## src/rtl/axi4_lite_master.sv

```systemverilog
// Single-outstanding AXI4-Lite master: turns one host read/write command into a
// complete AW/W/B or AR/R transaction, with an optional per-transaction watchdog.
module axi4_lite_master #(
    parameter int unsigned ADDR_W  = 4,
    parameter int unsigned DATA_W  = 32,
    parameter int unsigned TIMEOUT = 0
) (
    input  logic              ACLK,
    input  logic              ARESETn,
    input  logic              cmd_valid,
    output logic              cmd_ready,
    input  logic              cmd_write,
    input  logic [ADDR_W-1:0] cmd_addr,
    input  logic [DATA_W-1:0] cmd_wdata,
    output logic              rsp_done,
    output logic [DATA_W-1:0] rsp_rdata,
    output logic [1:0]        rsp_resp,
    output logic              rsp_tmo,
    output logic [ADDR_W-1:0] AWADDR,
    output logic              AWVALID,
    input  logic              AWREADY,
    output logic [DATA_W-1:0] WDATA,
    output logic              WVALID,
    input  logic              WREADY,
    input  logic [1:0]        BRESP,
    input  logic              BVALID,
    output logic              BREADY,
    output logic [ADDR_W-1:0] ARADDR,
    output logic              ARVALID,
    input  logic              ARREADY,
    input  logic [DATA_W-1:0] RDATA,
    input  logic [1:0]        RRESP,
    input  logic              RVALID,
    output logic              RREADY
);
    localparam int unsigned     WD_W        = (TIMEOUT > 1) ? $clog2(TIMEOUT) : 1;
    localparam logic [WD_W-1:0] WD_LAST     = WD_W'((TIMEOUT > 0) ? TIMEOUT - 1 : 0);
    localparam logic [1:0]      RESP_SLVERR = 2'b10;

    typedef enum logic [2:0] {
        IDLE,
        WR_ADDR_DATA,
        WR_RESP,
        RD_ADDR,
        RD_DATA
    } state_t;

    state_t          state;
    logic            aw_done;
    logic            w_done;
    logic [WD_W-1:0] wd_cnt;

    logic aw_hs_c;
    logic w_hs_c;
    logic aw_done_c;
    logic w_done_c;
    logic wd_expire_c;

    // Handshake detection and watchdog expiry; these only feed registered state.
    always_comb begin
        aw_hs_c     = AWVALID && AWREADY;
        w_hs_c      = WVALID && WREADY;
        aw_done_c   = aw_done || aw_hs_c;
        w_done_c    = w_done || w_hs_c;
        wd_expire_c = (TIMEOUT != 0) && (state != IDLE) && (wd_cnt == WD_LAST);
    end

    // Transaction FSM; every output is a register updated here.
    always_ff @(posedge ACLK or negedge ARESETn) begin
        if (!ARESETn) begin
            state     <= IDLE;
            aw_done   <= 1'b0;
            w_done    <= 1'b0;
            wd_cnt    <= '0;
            cmd_ready <= 1'b1;
            rsp_done  <= 1'b0;
            rsp_rdata <= '0;
            rsp_resp  <= 2'b00;
            rsp_tmo   <= 1'b0;
            AWADDR    <= '0;
            AWVALID   <= 1'b0;
            WDATA     <= '0;
            WVALID    <= 1'b0;
            BREADY    <= 1'b0;
            ARADDR    <= '0;
            ARVALID   <= 1'b0;
            RREADY    <= 1'b0;
        end else begin
            rsp_done <= 1'b0;
            if (state != IDLE) begin
                wd_cnt <= wd_cnt + WD_W'(1);
            end
            // Watchdog wins over any handshake landing on the same edge.
            if (wd_expire_c) begin
                state     <= IDLE;
                AWVALID   <= 1'b0;
                WVALID    <= 1'b0;
                BREADY    <= 1'b0;
                ARVALID   <= 1'b0;
                RREADY    <= 1'b0;
                cmd_ready <= 1'b1;
                rsp_done  <= 1'b1;
                rsp_tmo   <= 1'b1;
                rsp_resp  <= RESP_SLVERR;
            end else begin
                unique case (state)
                    IDLE: begin
                        if (cmd_valid) begin
                            wd_cnt    <= '0;
                            cmd_ready <= 1'b0;
                            if (cmd_write) begin
                                AWADDR  <= cmd_addr;
                                WDATA   <= cmd_wdata;
                                AWVALID <= 1'b1;
                                WVALID  <= 1'b1;
                                aw_done <= 1'b0;
                                w_done  <= 1'b0;
                                state   <= WR_ADDR_DATA;
                            end else begin
                                ARADDR  <= cmd_addr;
                                ARVALID <= 1'b1;
                                state   <= RD_ADDR;
                            end
                        end
                    end
                    WR_ADDR_DATA: begin
                        if (aw_hs_c) begin
                            AWVALID <= 1'b0;
                        end
                        if (w_hs_c) begin
                            WVALID <= 1'b0;
                        end
                        aw_done <= aw_done_c;
                        w_done  <= w_done_c;
                        if (aw_done_c && w_done_c) begin
                            BREADY <= 1'b1;
                            state  <= WR_RESP;
                        end
                    end
                    WR_RESP: begin
                        if (BVALID) begin
                            BREADY    <= 1'b0;
                            rsp_resp  <= BRESP;
                            rsp_tmo   <= 1'b0;
                            rsp_done  <= 1'b1;
                            cmd_ready <= 1'b1;
                            state     <= IDLE;
                        end
                    end
                    RD_ADDR: begin
                        if (ARREADY) begin
                            ARVALID <= 1'b0;
                            RREADY  <= 1'b1;
                            state   <= RD_DATA;
                        end
                    end
                    RD_DATA: begin
                        if (RVALID) begin
                            RREADY    <= 1'b0;
                            rsp_rdata <= RDATA;
                            rsp_resp  <= RRESP;
                            rsp_tmo   <= 1'b0;
                            rsp_done  <= 1'b1;
                            cmd_ready <= 1'b1;
                            state     <= IDLE;
                        end
                    end
                    default: begin
                        state <= IDLE;
                    end
                endcase
            end
        end
    end
endmodule

```

## config.mk

```make
export PLATFORM = sky130hd
export DESIGN_NAME = axi4_lite_master
export DESIGN_NICKNAME = d
export VERILOG_FILES = /design/src/rtl/axi4_lite_master.sv
export SDC_FILE = /design/constraint.sdc
export NUM_CORES = 1
export LEC_CHECK = 0
export ABC_AREA = 1
export CORE_MARGIN = 3
export CORE_UTILIZATION = 41
export CTS_CLUSTER_DIAMETER = 100
export DETAILED_ROUTE_END_ITERATION = 6
export HOLD_SLACK_MARGIN = 0.06
export PLACE_DENSITY = 0.84
export SLEW_MARGIN = 20
export SYNTH_ARGS = -nofsm -noshare
export SYNTH_HDL_FRONTEND = slang
export SYNTH_SLANG_ARGS = --single-unit
```

## constraint.sdc

```tcl
create_clock -name ACLK -period 1.6 [get_ports ACLK]
set_clock_uncertainty 0.15 [all_clocks]
set_input_delay 0.24 -clock ACLK [delete_from_list [all_inputs] [get_ports ACLK]]
set_output_delay 0.24 -clock ACLK [all_outputs]
set_load 0.1 [all_outputs]
```

After elaboration in Yosys (flattened, before gate mapping)
Index checks and enable logic that the tools add are counted.
- output and inout port bits: 82
- flip-flop bits (word level): 87
- logic and storage cells: 92
- bits of input ports: 81
- bitwise logic cells: 1
- reductions and logical operators: 24
- eq/ne operators: 13
- multiplexer cells: 38
- operators by type and width (kind ; count):
    $mux 1 ; 18
    $ne 2x2->1 const B ; 9
    $pmux 1 s2 ; 9
    $reduce_and 3->1 ; 6
    $reduce_and 4->1 ; 4
    $mux 3 ; 5
    $pmux 3 s5 ; 1
    $reduce_bool 2->1 ; 5
    $eq 3x2->1 const B ; 2
    $mux 2 ; 3
    $reduce_and 5->1 ; 1
    $pmux 2 s2 ; 1
    $eq 3x1->1 const B ; 1
    $eq 3x3->1 const B ; 1
    $logic_and 1x1->1 ; 3
    $logic_not 3->1 ; 1
    $pmux 1 s3 ; 1
    $reduce_bool 3->1 ; 1
    $logic_or 1x1->1 ; 2
    $reduce_and 2->1 ; 1
    $not 1->1 ; 1

Logic depth before layout (Yosys ltp)
Gate-level depths: netlist of run 1.
- depth in word-level cells: 5
- depth in mapped cells: 9
- gate-level depth less buffers: 8

Least setup slack after synthesis of run 1
OpenSTA, ideal clock, no wires.
- path kind: register to register
- start point: register AWVALID
- end point: register state[1]
- cell stages (with the launch flop): 8
- data arrival time: 1549 ps
- library setup time: 117 ps
- required time: 1333 ps
- period minus slack after synthesis: 1816 ps
- setup slack: -216 ps
- path buffers: 0
- cells stage by stage: dfrtp_1 -> nand2_1 -> nand2_1 -> nand2_1 -> a21oi_1 -> nand2_1 -> nand2_1 -> nand2_1
- longest elaborated chain between the ends: 5
- ends and longest elaborated chain (what ; line ; RTL):
    start, declared ; 20 ; output logic AWVALID,
    start signal, assigned ; 81 ; AWVALID <= 1'b0;
    start signal, assigned ; 96 ; AWVALID <= 1'b0;
    start signal, assigned ; 114 ; AWVALID <= 1'b1;
    $logic_and 1x1->1 ; 61 ; aw_hs_c = AWVALID && AWREADY;
    $logic_or 1x1->1 ; 63 ; aw_done_c = aw_done || aw_hs_c;
    $logic_and 1x1->1 ; 135 ; if (aw_done_c && w_done_c) begin
    $ne 2x2->1 (no line) ; n/a ;
    $reduce_and 5->1 (no line) ; n/a ;
    end signal, assigned ; 71 ; state <= IDLE;
    end signal, assigned ; 137 ; state <= WR_RESP;
    end signal, assigned ; 147 ; state <= IDLE;
    end, declared ; 48 ; state_t state;
No other way between the ends.
A chain may end at the register's enable or synchronous reset.

Worst setup path in the final report of run 1
- start point: register state[1]
- end point: register WDATA[31]
- longest elaborated chain between the ends: 2
- ends and longest elaborated chain (what ; line ; RTL):
    start signal, assigned ; 71 ;
    start signal, assigned ; 95 ; state <= IDLE;
    start signal, assigned ; 118 ; state <= WR_ADDR_DATA;
    $logic_not 3->1 ; 106 ; unique case (state)
    $reduce_and 3->1 (no line) ; n/a ;
    end signal, assigned ; 113 ; WDATA <= cmd_wdata;
    end, declared ; 22 ; output logic [DATA_W-1:0] WDATA,
No other way between the ends.

==> impl_summary.txt, run 1 <==
----------------------------------------------------
[Die]
  Placement row count ... 32
  Effective utilization at floorplan ... 0.4324
  Chip Height ... 97.44 um
  Core footprint ... around 0.0079 mm^2
  Top Ports ... approximately 160
  Die outline area ... roughly 0.0095 mm^2
  Die Wd ... a little under 100 um

[Setup path]
  Reg2Reg Launch Point ... state[1]
  Series of cell instances along the critical path ... nor2_4 -> nand2_2 -> nor2_4 -> nand2_4 -> buf_12 -> nand2_1 -> nand2_1
  Category of the critical setup timing path ... reg -> reg
  Worst Path Buf+Inv ... 1
  Critical-path maximum fanout ... 27
  Crit-path leading delay family ... simple AND/OR/NAND/NOR gates
  Reg2Reg Capture Point ... WDATA[31]
  Crit path max-delay cell type ... dfrtp_2
  Slowest cell delay on critical path ... roughly 0.45 ns
  Crit path required time ... around 1.7 ns
  Flop-to-flop setup slack ... roughly 0.082 ns
  Crit start category ... flip-flop
  Worst Reg-to-Reg Cells ... 7
  Worst Path Arrival ... 1.59 ns
  Endpoint class of the critical path ... flip-flop

[Final layout]
  Area of the multi-input gates ... roughly 0.0011 mm^2
  Sequential standard cell area ... 0.002157 mm^2
  Layout area overhead ... 81.68%
  Fill cell total of the finished layout ... 462
  Diodes inserted ... 0
  Final #Nets ... 638
  Share of cells above drive strength 1 ... 0.2206

[GRT]
  Combined global-route utilization of all metal layers ... 0.2105
  First-pass GRT wire length ... between 15000 and 20000 um
  Global route overflow ... 0
  Maximum number of pins on one net before global-route repair ... 87
  Via count of the first global-routing pass ... ~3300
  Initial antenna violation count ... 0

[Drt]
  Average routed wire per standard cell ... approximately 15 um
  Remaining number of nets flagged by the antenna check after routing ... 0
  Detailed-route via count ... ~3200
  Initial drt markers ... ~170
  Drc violations ... 0
  Vias/cell ... ~4.8
  Drt first pass iters ... 4
  Total wire length after detailed routing ... between 9000 and 10000 um

[Timing]
  Fin crit share ... 0.9489
  Maximum achievable frequency ... about 660 MHz
  Final Max Slew Viols ... 0
  Finish-stage setup viols ... 0
  Number of hold-slack violations in the final timing report ... 0
  Minimum hold slack ... about 0.27 ns
  Setup repair after global routing missed its margin ... no
  Crit path time final ... around 1.5 ns

[Hold path]
  Worst Hold Path EP ... rsp_rdata[11]
  Hold Path Depth ... 3
  Classification of the worst-slack hold path ... in -> reg
  Worst hold start ... RDATA[11]

[Synth]
  Fraction of synthesized cell area taken by the top area cell type ... 0.6204
  Largest cells by area after synthesis ... dfrtp_1, nand2_1, o21ai_0
  Combined area of all synthesized cells ... 0.003428 mm^2
  Sequential share of the synthesized area ... 0.6281
  Syn nets ... 470
  Syn Area/Cell ... roughly 8.8 um^2
  Synth warn ... 0
  Number of synthesized register bits ... between 80 and 90
  Number of cells produced by synthesis ... 389
  Cell type with the highest aggregate area in the netlist ... dfrtp_1
  Count of unique library cells instantiated by Yosys ... 23

[Clocking]
  Inserted Clock Buffers ... 9
  Clock latency at the later pin of the worst-skew pair ... 0.34 ns
  Clock slew seen by the registers of the worst setup and hold paths ... about 0.090 ns
  Clock root buffer ... clkbuf_8
  Clock sinks ... 86
  Depth of the CTS H-tree ... 3
  Clk buf depth ... 2
  CTS tree ... built

[Place]
  Post-DP HPWL ... between 7000 and 8000 um
  Gp weighted congestion ... 0.8131
  Count of port buffers added during placement ... between 150 and 200

[Outcome]
  Status ... finished, final reports clean

[Job]
  Max-cap violation count ... 0

----------------------------------------------------
[worst min-delay path, stage by stage]
cell             delay (ns)
clkdlybuf4s50_1        0.39
nand2_1                0.06
nand2_1                0.04
[per-stage QoR]
step | area, um^2 | util | instances | TNS, ns | setup slack (ns)
6_report | 6228 | 0.7857 | 664 | 0 | 0.08175
5_1_grt | 6228 | 0.7857 | 664 | 0 | 0.001173
4_1_cts | 6210 | 0.7833 | 663 | 0 | 0.04233
3_5_place_dp | 6000 | 0.7568 | 646 | -0.1315 | -0.02940
3_3_place_gp | 6000 | 0.7568 | 646 | 0 | 0.001778
2_1_floorplan | 3431 | - | 389 | 0 | 0.06974
[cells by family after synthesis]
group                  count (synthesis)  synth area share
AO/OA/AOI/OAI                         20           0.03503
AND/OR/NAND/NOR                      250            0.2876
other                                  1          0.001094
buffers and inverters                 32           0.04818
flip-flops                            86            0.6281
[flip-flops by register name, summed over array words and instances, names as in the netlist]
register / count
w_done: 1
RREADY: 1
AWVALID: 1
aw_done: 1
BREADY: 1
AWADDR: 4
ARVALID: 1
WDATA: 32
ARADDR: 4
WVALID: 1
rsp_resp: 2
rsp_done: 1
state: 3
rsp_rdata: 32
cmd_ready: 1
[placed cells by master, fill, tap and decap left out, types with 3 or more instances in the layout]
cell / count
clkdlybuf4s50_1: 79
inv_1: 14
dfrtp_2: 3
nor2_1: 4
o21ai_0: 10
o21ai_2: 4
buf_12: 85
buf_4: 7
nand2_1: 229
nand3_1: 9
dfrtp_1: 82
a21oi_1: 3
clkbuf_8: 10
[how the worst max path moves through the flow]
stage / from / endpoint / slack [ns] / cells past startpoint
2_1_floorplan: AWVALID / state[1] / 0.07 / 7
3_3_place_gp: cmd_valid / w_done / 0.002 / 6
3_5_place_dp: cmd_valid / w_done / -0.03 / 6
4_1_cts: state[0] / w_done / 0.04 / 6
5_1_grt: state[1] / rsp_resp[1] / 0.001 / 7
6_report: state[1] / WDATA[31] / 0.08 / 7
[final cells by class]
| type | count | share of cell area |
|---|---|---|
| well taps | 102 | 0.02049 |
| multi-input cells | 271 | 0.1786 |
| inverters | 17 | 0.01225 |
| flip-flops and latches | 86 | 0.3463 |
| clock buffers | 11 | 0.02270 |
| repair buffers | 172 | 0.4102 |
| clock inverters | 5 | 0.009442 |
[cell usage after synthesis]
master,number
nor3_1,1
nor2_4,2
dfstp_2,1
nand3_1,9
o21a_1,2
nand2_1,229
nand3b_1,1
inv_1,14
dfrtp_1,85
a21oi_1,3
nand2_2,1
nand2_4,1
o21ai_2,4
o21ai_0,11
nor2_1,5
inv_2,2
buf_2,8
nand3_2,1
clkinv_4,1
conb_1,1
clkbuf_1,2
buf_4,2
buf_6,3
[repair_timing]
item / 4_1_cts / 5_1_grt
gates resized for setup: 0 / 5
hold buffers: 1 / 0
endpoints found under the hold margin: 85 / 0
endpoints found under the setup margin: 0 / 38
setup buffers: 0 / 1
[routing by layer]
layer / GRT usage / vias up / part of all wire
met3: 0.08615 / 23 / 0.10
met5: 0 / - / 0
li1: - / 1518 / -
met2: 0.3516 / 153 / 0.49
met1: 0.2408 / 1496 / 0.38
met4: 0.08200 / 0 / 0.025
Power of run 1 is left out: the tool's default activity adds up to more than one toggle a clock period on the data nets, which glitch-free logic cannot reach.
==> run 2, diff against run 1 <==
- SLEW_MARGIN: 20 -> 10
==> results of run 2 <==
No change in the layout: final DEF, timing and power equal those of run 1.
Power of run 2 is left out for the same reason.
==> run 3, diff against run 2 <==
- CORE_MARGIN: 3 -> 2
==> impl_summary.txt, run 3 (synthesized netlist as in run 1, its figures left out) <==
----------------------------------------------------
[Timing]
  Number of hold-slack violations in the final timing report ... 0
  Crit path time final ... between 1.5 and 2 ns
  Maximum achievable frequency ... 653.5 MHz
  Fin crit share ... 0.9563
  Final Max Slew Viols ... 0
  Finish-stage setup viols ... 0

[GRT]
  Combined global-route utilization of all metal layers ... 0.2130
  Via count of the first global-routing pass ... ~3300
  Global route overflow ... 0
  Maximum number of pins on one net before global-route repair ... between 40 and 50
  First-pass GRT wire length ... around 15000 um
  Initial antenna violation count ... 0

[Setup path]
  Reg2Reg Capture Point ... WDATA[1]
  Flop-to-flop setup slack ... ~0.070 ns
  Endpoint class of the critical path ... flip-flop
  Worst Path Arrival ... roughly 1.6 ns
  Critical-path maximum fanout ... 17
  Crit start category ... flip-flop
  Reg2Reg Launch Point ... state[1]
  Category of the critical setup timing path ... reg -> reg
  Crit path required time ... between 1.5 and 2 ns
  Worst Reg-to-Reg Cells ... 7

[Drt]
  Remaining number of nets flagged by the antenna check after routing ... 0
  Initial drt markers ... between 100 and 150
  Drt first pass iters ... 4
  Total wire length after detailed routing ... approximately 9600 um
  Average routed wire per standard cell ... around 14 um
  Drc violations ... 0
  Vias/cell ... 4.761
  Detailed-route via count ... 3190

[Die]
  Top Ports ... between 150 and 200
  Die outline area ... approximately 0.0091 mm^2
  Core footprint ... between 0.008 and 0.009 mm^2
  Placement row count ... 33
  Effective utilization at floorplan ... 0.4193
  Die Wd ... around 95 um
  Chip Height ... roughly 95 um

[Outcome]
  Status ... finished, final reports clean

[Place]
  Gp weighted congestion ... between 0.8 and 0.9
  Count of port buffers added during placement ... between 150 and 200
  Post-DP HPWL ... roughly 7200 um

[Hold path]
  Classification of the worst-slack hold path ... in -> async

[Final layout]
  Final #Nets ... 641
  Share of cells above drive strength 1 ... 0.2212
  Diodes inserted ... 0
  Most common cell after layout, fill and taps aside ... nand2_1
  Area of the multi-input gates ... ~0.0011 mm^2
  Layout area overhead ... 83.54%
  Top library cells by usage in the layout, fill and taps aside ... nand2_1, buf_12, dfrtp_1
  Registers with the most flip-flops ... WDATA: 32 flops, rsp_rdata: 32 flops
  Sequential standard cell area ... between 0.002 and 0.0025 mm^2
  Fill cell total of the finished layout ... 504
  Final core utilization ... 0.7697

[Clocking]
  CTS tree ... built
  Clock latency at the later pin of the worst-skew pair ... ~0.33 ns
  Inserted Clock Buffers ... 9
  Clock sinks ... 86
  Depth of the CTS H-tree ... 3
  Clock slew seen by the registers of the worst setup and hold paths ... approximately 0.090 ns
  Clock root buffer ... clkbuf_8
  Clk buf depth ... 2

[Job]
  Max-cap violation count ... 0

----------------------------------------------------
[run 3: worst max-delay path by stage]
stage / from / to / slack [ns] / depth (start not counted)
final: state[1] / WDATA[1] / 0.07 / 7
after global routing: state[1] / AWADDR[3] / -0.006 / 7
after CTS: state[0] / WDATA[20] / 0.06 / 7
after detailed placement: cmd_valid / WDATA[20] / -0.03 / 7
after global placement: cmd_valid / w_done / 0.02 / 6
after floorplan: AWVALID / state[1] / 0.07 / 7
[run 3: critical path: stages (launching register included)]
cell       delay [ns]
dfrtp_1          0.44
nor2_4           0.20
nand2_4          0.09
nor2_4           0.11
nand2_4          0.11
clkbuf_16        0.20
nand2_1          0.07
nand2_1          0.05
[run 3: per-stage QoR]
stage / hold slack [ns] / area [um^2] / worst slack, ns / cells / setup TNS (ns)
2_1_floorplan: -0.2056 / 3431 / 0.06974 / 389 / 0
3_3_place_gp: -0.09902 / 6023 / 0.02170 / 650 / 0
3_5_place_dp: -0.09698 / 6023 / -0.02590 / 650 / -0.1249
4_1_cts: 0.07805 / 6245 / 0.05964 / 667 / 0
5_1_grt: 0.07266 / 6292 / -0.006009 / 670 / -0.008181
6_report: 0.09183 / 6292 / 0.06989 / 670 / 0
[run 3: routing by layer]
metal  vias to the layer above  part of all wire  GRT usage  routed length [um]
met4                         0             0.014    0.06905                 138
li1                       1520                 -          -                   -
met5                         -                 0          0                   0
met2                       155              0.50     0.3633                4786
met3                        18              0.10    0.07431                 973
met1                      1497              0.38     0.2523                3685
[run 3: area by class of cell]
cell class,count,area share
repair buffers,175,0.4144
flip-flops and latches,86,0.3426
multi-input cells,271,0.1772
clock buffers,13,0.02684
well taps,105,0.02088
inverters,17,0.01133
clock inverters,3,0.006761
[run 3: what timing repair did]
action | in CTS | in global routing
hold buffers | 1 | 0
endpoints found under the hold margin | 86 | 0
gates resized for setup | 0 | 3
setup buffers | 0 | 2
setup endpoints to repair | 0 | 27
Power of run 3 is left out for the same reason.
==> RTL change 1: new RTL, config.mk and constraints of run 3 <==
The 5 states of `state_t` get a Gray code encoding in 3 bits.
--- a/src/rtl/axi4_lite_master.sv
+++ b/src/rtl/axi4_lite_master.sv
@@ -38,11 +38,11 @@
     localparam logic [1:0]      RESP_SLVERR = 2'b10;
 
     typedef enum logic [2:0] {
-        IDLE,
-        WR_ADDR_DATA,
-        WR_RESP,
-        RD_ADDR,
-        RD_DATA
+        IDLE         = 3'b000,
+        WR_ADDR_DATA = 3'b001,
+        WR_RESP      = 3'b011,
+        RD_ADDR      = 3'b010,
+        RD_DATA      = 3'b110
     } state_t;
 
     state_t          state;
Formal check against the unedited RTL: no difference found for any inputs over 4 cycles, from zero or initial values and one cycle with ARESETn low; so few cycles prove little.
==> RTL change 1 against run 3 <==
  * Worst setup slack improved by 0.056 ns
  * Final area is 0.66% higher
  * Sequential cell count unchanged
  * Non-clock buffer count down 3
  * Synthesized area rose by 1.2%
  * Via count rose by 0.88%
  * Routed wire length rose by 2.4%
  * Critical endpoint is now cmd_ready
Power is not shown: default switching activity piles up to over one toggle a cycle in this logic, so the estimate is an artifact.
==> RTL change 1: results (changes against run 3) <==
stage,metric,value,unit,change
yosys,post-synth cell types,22,,was 23
place,DP HPWL,7540,µm,was 7180 µm
setup_path,CP top delay family,flip-flops,,was simple AND/OR/NAND/NOR gates
yosys,Commonest cells post-synth,"250 x nand2_1, 85 x dfrtp_1, 17 x inv_1",,"was 229 x nand2_1, 85 x dfrtp_1, 14 x inv_1"
global_route,largest net degree at the start of global routing,87,,was 45
final_layout,fill count,528,,was 504
setup_path,Max Fanout on Critical Path,2,,was 17
global_route,GR Util met1,0.258,,was 0.252
place,dpl cells,668,,was 650
worst_hold_path,Worst Hold Class,in -> async,,unchanged
yosys,Synth area leaders,"dfrtp_1 61%, nand2_1 27%, inv_1 1.8%",,"was dfrtp_1 62%, nand2_1 25%, o21ai_0 1.6%"
route,number of DRC markers in iteration 0,179,,was 124
clock_tree,CTS Buf Count,9,,unchanged
setup_path,r2r setup slk,0.13,ns,was 0.07 ns
yosys,sequential fraction of the synthesis area,0.621,,was 0.628
setup_path,master of the slowest instance on the critical path,dfstp_2,,was dfrtp_1
route,total number of vias,3218,,"was 3,190"
yosys,area fraction in compound gates after synthesis,0.0256,,was 0.0350
final_layout,antenna diode count,0,,unchanged
final_layout,Layout Nets,656,,was 641
route,DRT Wirelength,9810,µm,was 9580 µm
timing,Final min period,1.47,ns,was 1.53 ns
place,area post-placement,0.00608,mm²,was 0.00602 mm²
route,via/cell ratio,4.70,,was 4.76
setup_path,critical path arrival,1.08,ns,was 1.61 ns
global_route,met3 track demand over resource,0.0634,,was 0.0743
global_route,GRT Util Overall,0.220,,was 0.213
yosys,synthesized area per cell,8.50,µm²,was 8.81 µm²
global_route,met2 Usage GRT,0.387,,was 0.363
yosys,ys flop type,dfrtp_1,,unchanged
setup_path,Max stage delay on crit path,0.57,ns,was 0.44 ns
clock_tree,maximum clock insertion buffer count,2,,unchanged
global_route,number of global-route vias before repair,3295,,"was 3,270"
place,gpl congestion,0.900,,was 0.802
final_layout,share of layout cells above drive strength 1,0.211,,was 0.221
timing,worst hold slack,0.277,ns,was 0.0918 ns
place,DP Worst Slack,-0.0274,ns,was -0.0259 ns
yosys,yosys warns,0,,unchanged
run_status,status,"complete, no violations",,unchanged
global_route,first-pass GRT wire length,15600,µm,"was 15,100 µm"
yosys,post-synth net total,489,,was 470
-- RTL change 1: layout make-up --
| type | count | area (µm²) | area share |
|---|---|---|---|
| Clock buffer | 11 | 141 | 0.0223 |
| Tap cell | 105 | 131 | 0.0207 |
| Inverter | 22 | 82.6 | 0.0130 |
| Multi-Input combinational cell | 284 | 1140 | 0.181 |
| Sequential cell | 86 | 2160 | 0.341 |
| Timing Repair Buffer | 172 | 2580 | 0.407 |
| Clock inverter | 4 | 95.1 | 0.0150 |
-- RTL change 1: final timing paths --
path | from | to
max | cmd_ready | cmd_ready
max reg2reg | state[2] | rsp_resp[1]
min | ARESETn | rsp_resp[1]
min in group ACLK | cmd_wdata[9] | WDATA[9]
max in group asynchronous | ARESETn | ARADDR[2]
min reg2reg | cmd_ready | cmd_ready
-- RTL change 1: layer usage --
layer,wire (µm),vias up,share of wire
met5,0,-,0
met1,3710,1513,0.38
li1,-,1560,-
met2,5130,133,0.52
met4,157,0,0.016
met3,814,12,0.083
==> RTL change 2: new RTL, config.mk and constraints of run 3 <==
Made on the original files. `ADDR_W`: 4 -> 5.
--- a/src/rtl/axi4_lite_master.sv
+++ b/src/rtl/axi4_lite_master.sv
@@ -1,7 +1,7 @@
 // Single-outstanding AXI4-Lite master: turns one host read/write command into a
 // complete AW/W/B or AR/R transaction, with an optional per-transaction watchdog.
 module axi4_lite_master #(
-    parameter int unsigned ADDR_W  = 4,
+    parameter int unsigned ADDR_W  = 5,
     parameter int unsigned DATA_W  = 32,
     parameter int unsigned TIMEOUT = 0
 ) (
Ports: changed (resized ARADDR, AWADDR and cmd_addr); port bits go from 163 to 166. The function was not compared with the original's and may differ.
==> RTL change 2 against run 3 <==
  * Cell count up 1.5%
  * Sequential cell count increased by 2
  * Synthesized area rose by 2.7%
  * Routed wire length increased by 4.2%
  * Via count is 2.2% higher
  * Final area is 1.8% higher
  * Worst setup slack improved by 0.012 ns
  * Critical path type unchanged
Power is not shown: default switching activity piles up to over one toggle a cycle in this logic, so the estimate is an artifact.
==> RTL change 2: results (changes against run 3) <==
stage,metric,value,unit,change
run_status,status,"complete, no violations",,unchanged
yosys,Synth area leaders,"dfrtp_1 62%, nand2_1 24%, nand3_1 1.7%",,"was dfrtp_1 62%, nand2_1 25%, o21ai_0 1.6%"
setup_path,Critical Path Start,state[0],,was state[1]
route,drt first pass iters,4,,unchanged
final_layout,fill count,486,,was 504
global_route,number of global-route vias before repair,3409,,"was 3,270"
yosys,Commonest cells post-synth,"221 x nand2_1, 87 x dfrtp_1, 14 x inv_1",,"was 229 x nand2_1, 85 x dfrtp_1, 14 x inv_1"
global_route,largest net degree at the start of global routing,83,,was 45
yosys,ys async rst share,1.00,,unchanged
clock_tree,clk root buf,clkbuf_8,,unchanged
setup_path,master of the slowest instance on the critical path,dfrtp_1,,unchanged
timing,Pins Over Slew Limit,0,,unchanged
setup_path,r2r setup slk,0.08,ns,
setup_path,Max Fanout on Critical Path,6,,was 17
yosys,post-synth cell types,25,,was 23
setup_path,R2R depth,6,,was 7
final_layout,Largest regs,"WDATA (32), rsp_rdata (32)",,unchanged
final_layout,antenna diode count,0,,unchanged
setup_path,Max stage delay on crit path,0.42,ns,was 0.44 ns
clock_tree,CTS Buf Count,9,,unchanged
clock_tree,setup bufs post-CTS,0,,unchanged
place,Port Buffers,164,,was 161
route,number of DRC markers in iteration 0,129,,was 124
route,total number of vias,3261,,"was 3,190"
setup_path,Critical Path Sink,rsp_resp[0],,was WDATA[1]
global_route,first-pass GRT wire length,16600,µm,"was 15,100 µm"
global_route,GRT Util Overall,0.219,,was 0.213
clock_tree,worst-skew pair later-pin latency,0.33,ns,about the same
clock_tree,"Reg clk slew, reported paths",0.09,ns,about the same
worst_hold_path,Worst Hold Class,in -> async,,unchanged
place,gpl congestion,0.785,,was 0.802
final_layout,Layout Nets,652,,was 641
route,DRT Wirelength,9990,µm,was 9580 µm
yosys,post-synth net total,478,,was 470
final_layout,share of layout cells above drive strength 1,0.231,,was 0.221
clock_tree,# H-tree levels,3,,unchanged
clock_tree,maximum clock insertion buffer count,2,,unchanged
yosys,ys flop type,dfrtp_1,,unchanged
yosys,sequential fraction of the synthesis area,0.626,,was 0.628
place,DP HPWL,7750,µm,was 7180 µm
place,area post-placement,0.00620,mm²,was 0.00602 mm²
final_layout,Sequential cell area,0.00221,mm²,was 0.00216 mm²
setup_path,CP top delay family,simple AND/OR/NAND/NOR gates,,unchanged
yosys,yosys warns,0,,unchanged
## RTL change 2: cell count changes in the layout (fill, tap and decap cells not counted), moves of 4 or more
| cell | run 3 | this run |
|---|---|---|
| nand2_2 | 0 | 10 |
| nand2_1 | 229 | 220 |
| o21ai_1 | 1 | 5 |
| o21ai_2 | 4 | 0 |
## RTL change 2: worst min-delay path by stage
stage | to | slack [ns] | depth (start not counted)
floorplan | ARADDR[0] | -0.21 | 0
global placement | rsp_rdata[15] | -0.09 | 1
detailed placement | rsp_rdata[15] | -0.09 | 1
CTS | rsp_rdata[15] | 0.07 | 2
global route | rsp_rdata[15] | 0.08 | 2
finish | rsp_rdata[15] | 0.09 | 2
## RTL change 2: stage by stage
stage                     cells  setup slack [ns]
after floorplan             396             0.120
after global placement      663            0.0362
after detailed placement    663           -0.0315
after CTS                   680            0.0410
after global routing        680            0.0325
final                       680            0.0816
## RTL change 2: repair_timing
item / CTS / global route
gates resized for setup: 0 / 2
hold buffers: 1 / 0
endpoints found under the setup margin: 0 / 3
hold endpoints to repair: 88 / 0
## RTL change 2: cell families after synthesis
kind of cell,count (synthesis),share of synthesized area
AND/OR/NAND/NOR,252,0.288
flip-flops,88,0.626
buffers and inverters,34,0.0512
AO/OA/AOI/OAI,21,0.0334
other,1,0.00107
## RTL change 2: final cells by class
class	instances	area share
clock buffer	12	0.0226
timing repair buffer	180	0.416
tap	105	0.0205
sequential	88	0.344
inverter	17	0.0103
clock inverter	4	0.00840
multi-input combinational	274	0.178
## RTL change 2: per-layer routing
metal,track usage,up-vias,share of wire
li1,-,1551,-
met1,0.264,1537,0.40
met2,0.366,157,0.48
met3,0.0780,16,0.095
met4,0.0726,0,0.018
met5,0,-,0
